`config.mk`:
```
export PLATFORM = sky130hd
export DESIGN_NAME = req_hs_receiver
export DESIGN_NICKNAME = d
export VERILOG_FILES = /design/src/rtl/req_hs_receiver.sv
export SDC_FILE = /design/constraint.sdc
export NUM_CORES = 1
export LEC_CHECK = 0
export BUFFER_PORTS_ARGS = -buffer_cell sky130_fd_sc_hd__buf_2
export CORE_MARGIN = 2
export CORE_UTILIZATION = 56
export CTS_BUF_LIST = sky130_fd_sc_hd__clkbuf_16
export CTS_CLUSTER_DIAMETER = 100
export DETAILED_ROUTE_END_ITERATION = 8
export PLACE_DENSITY = 0.84
export SYNTH_ARGS = -nofsm -noshare
export SYNTH_HDL_FRONTEND = slang
export SYNTH_SLANG_ARGS = --single-unit
export TNS_END_PERCENT = 20
```
`constraint.sdc`:
```
create_clock -name rclk -period 3.1 [get_ports rclk]
set_input_delay 0.62 -clock rclk [delete_from_list [all_inputs] [get_ports rclk]]
set_output_delay 0.62 -clock rclk [all_outputs]
set_load 0.01 [all_outputs]
```
`src/rtl/req_hs_receiver.sv`:
```
// Four-phase request/acknowledge receiver: deglitches a synchronized request level,
// presents each request once as a valid/ready event and returns a registered acknowledge.
module req_hs_receiver #(
  parameter int unsigned FILT_CYC = 2,
  parameter int unsigned CNT_W    = 8
) (
  input  logic             rclk,
  input  logic             arst_l,
  input  logic             sync_req,
  input  logic             evt_rdy,
  output logic             evt_vld,
  output logic             ack_out,
  output logic [CNT_W-1:0] evt_cnt,
  output logic             proto_err
);

  typedef enum logic [1:0] {IDLE, PEND, ACK} state_t;

  localparam logic [3:0] FILT_LAST = 4'(FILT_CYC - 1);

  logic       req_f;
  logic [3:0] filt_cnt;

  state_t             state, state_next;
  logic               vld_next, ack_next, err_next;
  logic [CNT_W-1:0]   cnt_next;

  // A new level is adopted only after it has been sampled FILT_CYC times in a row.
  // NOTE: sequential state uses non-blocking assignments so every flop samples pre-edge values.
  always_ff @(posedge rclk or negedge arst_l) begin
    if (!arst_l) begin
      req_f    <= 1'b0;
      filt_cnt <= '0;
    end else if (sync_req != req_f) begin
      if (filt_cnt == FILT_LAST) begin
        req_f    <= sync_req;
        filt_cnt <= '0;
      end else begin
        filt_cnt <= filt_cnt + 4'd1;
      end
    end else begin
      filt_cnt <= '0;
    end
  end

  always_ff @(posedge rclk or negedge arst_l) begin
    if (!arst_l) begin
      state     <= IDLE;
      evt_vld   <= 1'b0;
      ack_out   <= 1'b0;
      evt_cnt   <= '0;
      proto_err <= 1'b0;
    end else begin
      state     <= state_next;
      evt_vld   <= vld_next;
      ack_out   <= ack_next;
      evt_cnt   <= cnt_next;
      proto_err <= err_next;
    end
  end

  // NOTE: every output of this block gets a default first, so no path can infer a latch.
  always_comb begin
    state_next = state;
    vld_next   = evt_vld;
    ack_next   = ack_out;
    cnt_next   = evt_cnt;
    err_next   = proto_err;
    unique case (state)
      IDLE: begin
        if (req_f) begin
          state_next = PEND;
          vld_next   = 1'b1;
        end
      end
      PEND: begin
        // A dropped request is flagged but the pending event is still delivered.
        if (!req_f) err_next = 1'b1;
        if (evt_vld && evt_rdy) begin
          state_next = ACK;
          vld_next   = 1'b0;
          ack_next   = 1'b1;
          cnt_next   = evt_cnt + CNT_W'(1);
        end
      end
      ACK: begin
        if (!req_f) begin
          state_next = IDLE;
          ack_next   = 1'b0;
        end
      end
      default: begin
        state_next = IDLE;
        vld_next   = 1'b0;
        ack_next   = 1'b0;
      end
    endcase
  end

endmodule

```
# Word level (Yosys, flattened, before mapping)
# Index checks and enable logic that the tools add are counted.
[classes]
add_sub_neg = 2
n_eq_ne = 7
muxes = 12
bitwise = 3
n_reduce_logical = 8
[ops]
columns = ["op", "count"]
rows = [
  ["$reduce_and A3 Y1", 3],
  ["$add A8 B1 Y8 const B", 1],
  ["$mux W4", 2],
  ["$mux W2", 3],
  ["$ne A2 B2 Y1 const B", 3],
  ["$pmux W1 S3", 2],
  ["$pmux W2 S3", 1],
  ["$reduce_and A2 Y1", 3],
  ["$add A4 B1 Y4 const B", 1],
  ["$eq A4 B1 Y1 const B", 1],
  ["$mux W1", 4],
  ["$not A1 Y1", 3],
  ["$eq A2 B1 Y1 const B", 1],
  ["$eq A2 B2 Y1 const B", 1],
  ["$logic_not A2 Y1", 1],
  ["$logic_and A1 B1 Y1", 1],
  ["$ne A1 B1 Y1", 1],
]
[totals]
register_bits = 18
inputBits = 4

# Longest topological paths before layout
[depth]
depth_word = 3
depth_mapped = 4
mapped_depth_nobuf = 4

# Worst setup path after synthesis
# OpenSTA, ideal clock, no wires.
[synth_path]
path_type = "input to register"
startpoint = "input port evt_rdy"
endpoint = "register evt_cnt[7]"
setup_time_ns = 0.079
arrival_ns = 1.185
required_ns = 3.021
setup_slack_ns = 1.835
cell_stages = 3
path_buffers = 0
path_cell_list = "nand4b_4 > nor4_4 > xor2_1"
[synth_between]
elab_chain_cells = 2
[synth_rtl]
columns = ["element", "line", "rtl"]
rows = [
  ["from (decl)", "10", "input logic evt_rdy,"],
  ["$logic_and A1 B1 Y1", "79", "if (evt_vld && evt_rdy) begin"],
  ["$reduce_and A2 Y1 (no source line)", "--", ""],
  ["to (signal assigned)", "57", "evt_cnt <= cnt_next;"],
  ["to (decl)", "13", "output logic [CNT_W-1:0] evt_cnt,"],
]
# Every way passes these cells.
# A chain may end at the register's enable or synchronous reset.

# Final worst setup path
[layout_path]
startpoint = "register evt_vld"
endpoint = "output port evt_vld"
[layout_rtl]
columns = ["element", "line", "rtl"]
rows = [
  ["from (decl)", "11", "output logic evt_vld,"],
  ["from (signal assigned)", "55", "evt_vld <= vld_next;"],
]
# No word-level cell between the ends.

==> flow_summary_export.csv <==
group,metric,value,unit
final_layout,drive_gt1_frac,0.244,
synthesis,synth_most_common_cell,"dfrtp_1",
synthesis,syn-instance-count,69,
global_routing,gr-usage-met1,0.240,
synthesis,synth.distinct_cells,20,
floorplanning,ios,15,
worst_setup_path,cp_max_fo,6,
final_layout,nets,95,
power,ir_drop,0.519,mV
worst_setup_path,required,2.48,ns
synthesis,synth_ff_type,"dfrtp_1",
global_routing,grtUsageTotal,0.178,
global_routing,top_usage_layer,"met2",
status,status,"completed",
cts,numCtsBuffers,3,
timing,max_freq,668,MHz
global_routing,grt_max_degree,19,
synthesis,postSynth.asyncResetShare,1.00,
floorplanning,start_util,0.608,
synthesis,synthTopCellsByCount,"18 x dfrtp_1, 10 x nand2_1, 7 x nor2_1",
synthesis,postSynthAreaPerCell,11.6,um2
floorplanning,coreArea,0.00132,mm2
floorplanning,row_count,13,
timing,tightest_slew,0.400,ns
cts,hold_buffers,0,
floorplanning,dieWidth,41.8,um
synthesis,synth-seq-cells,18,
cts,cts_tree,"done",
global_routing,grt_pass1_vias,526,
cts,path_clk_slew,0.05,ns
worst_setup_path,path_cells,"buf_2",
routing,routed-via-count,537,
floorplanning,die_h,41.8,um
worst_setup_path,rr_worst_depth,3,
routing,vias_per_cell,5.32,
global_routing,use_met2,0.266,
routing,drc,0,
synthesis,synth_top_area_cell,"dfrtp_1",
cts,htree_levels,1,
routing,firstDrtPassIters,3,
timing,rsz0062_at_grt,"no",
timing,finalWorstSetupSlack,1.60,ns
routing,drt_iter0_markers,9,
cts,cts_root_buf,"clkbuf_16",
global_routing,use_met3,0.0522,
routing,ant_nets,0,
worst_setup_path,critPathLaunchType,"register",
worst_setup_path,crit_buf_inv,1,
synthesis,synth-edff-count,0,
routing,wirelength,1350,um
cts,ctsResizeCount,0,
synthesis,syn-num-nets,76,
synthesis,syn-cell-area,801,um2
worst_setup_path,critPathKind,"register to primary output",
timing,period_share,0.483,
timing,fin_setup_tns,0,ns
floorplanning,dieArea,0.00175,mm2
worst_setup_path,cp_top_family,"flip-flops",
worst_setup_path,cpPeakStageDelay,0.46,ns
placed_design,io_buffers,14,
global_routing,grt.overflow.total,0,
timing,fin_crit,1.50,ns
final_layout,diodes,0,
cts,cts_num_sinks,18,
timing,slew_viol_final,0,
cts,worstSkewPairLatency,0.24,ns
synthesis,ys_warn_count,0,
power,p_per_area,927,mW/mm2
cts,post_cts_buffers,0,
placed_design,gp_congestion,0.746,
worst_setup_path,critPathArrivalTime,0.88,ns
final_layout,synthToLayoutAreaGrowth,20.5,%
synthesis,synth_top_cell_area_share,0.563,
cts,clockBufferDepth,2,
final_layout,fin_cells,101,
placed_design,pre_cts_ws,1.65,ns
timing,hold_viol_final,0,
synthesis,yosysSeqAreaShare,0.563,
worst_setup_path,crit_slowest_cell,"dfrtp_1",
timing,slew_headroom,0.733,
power,p_leak,0.000494,uW
global_routing,grt_first_pass_wirelength,2320,um
synthesis,synth_area_leaders,"dfrtp_1 56%, xnor2_1 6.6%, ha_1 4.7%",
timing,clock_skew,0.00195,ns
timing,finalSetupViolCount,0,
worst_setup_path,rr_startpoint,"state[1]",
worst_setup_path,reg2reg_setup_slack,1.87,ns
worst_hold_path,hold_class,"input port to asynchronous set/reset pin",
global_routing,antenna_found_initial,0,
worst_setup_path,worst_r2r_endpoint,"evt_cnt[7]",
placed_design,dp.cells,98,
placed_design,dpl.hpwl,923,um
flow_run,max_cap_viol_count,0,
routing,routedWlPerCell,13.4,um
final_layout,fillerInstances,94,
worst_setup_path,end_kind,"primary output",
==> worst max-delay path by stage <==
stage	start	end	slack [ns]	cells after the start
after floorplan	evt_rdy	evt_cnt[7]	1.84	3
after global placement	evt_rdy	evt_cnt[7]	1.67	4
after detailed placement	evt_rdy	evt_cnt[7]	1.65	4
after CTS	evt_vld	evt_vld	1.60	1
after global routing	evt_vld	evt_vld	1.58	1
final	evt_vld	evt_vld	1.60	1
==> sequential cells by signal, summed over array words and instances (netlist names) <==
signal / flops
proto_err: 1
filt_cnt: 4
evt_cnt: 8
state: 2
evt_vld: 1
ack_out: 1
req_f: 1
==> area by class of cell <==
type,instances,area (um2),share of cell area
sequential,18,450,0.467
inverter,3,11.3,0.0117
timing repair buffer,14,70.1,0.0726
tap,15,18.8,0.0195
multi-input combinational,48,339,0.351
clock buffer,3,75.1,0.0778
==> power by group <==
group | total (uW) | internal, uW | switching [uW]
sequential | 398 | 307 | 91.7
combinational | 246 | 118 | 128
clock | 250 | 169 | 80.1
==> logic make-up after synthesis <==
kind of cell,after synthesis,share of synthesized area
adder cells (fa/ha/maj),3,0.0469
AO/OA/AOI/OAI,7,0.0562
flip-flops,18,0.562
multiplexers,1,0.0141
AND/OR/NAND/NOR,27,0.197
buffers and inverters,3,0.0141
XOR/XNOR,10,0.109
==> routing by layer <==
| layer | vias up | routed length, um |
|---|---|---|
| met5 | - | 0 |
| met4 | 0 | 27 |
| met3 | 4 | 47 |
| met2 | 11 | 598 |
| met1 | 253 | 676 |
| li1 | 269 | - |
==> cell usage in the layout (no fill, tap or decap) <==
cell type  instances
buf_2             14
xnor2_1            6
clkbuf_16          3
nand4_1            2
nand2b_1           1
nand2_1           10
a21o_1             1
a31o_2             1
o21ai_0            1
o2bb2ai_1          1
nand3_1            2
nor4_4             1
and4b_1            1
nand4b_4           1
mux2_2             1
ha_1               3
nor2_1             7
nor3_1             2
dfrtp_1           18
inv_1              3
xor2_1             4
a21oi_1            3
==> through the flow <==
stage	hold slack, ns	util	total power [uW]	cell area, um2
floorplan	0.324	-	562	801
global placement	0.452	0.675	640	890
detailed placement	0.455	0.675	650	890
CTS	0.314	0.732	903	965
global route	0.344	0.732	952	965
finish	0.297	0.732	894	965
(Power assumes the default switching activity.)
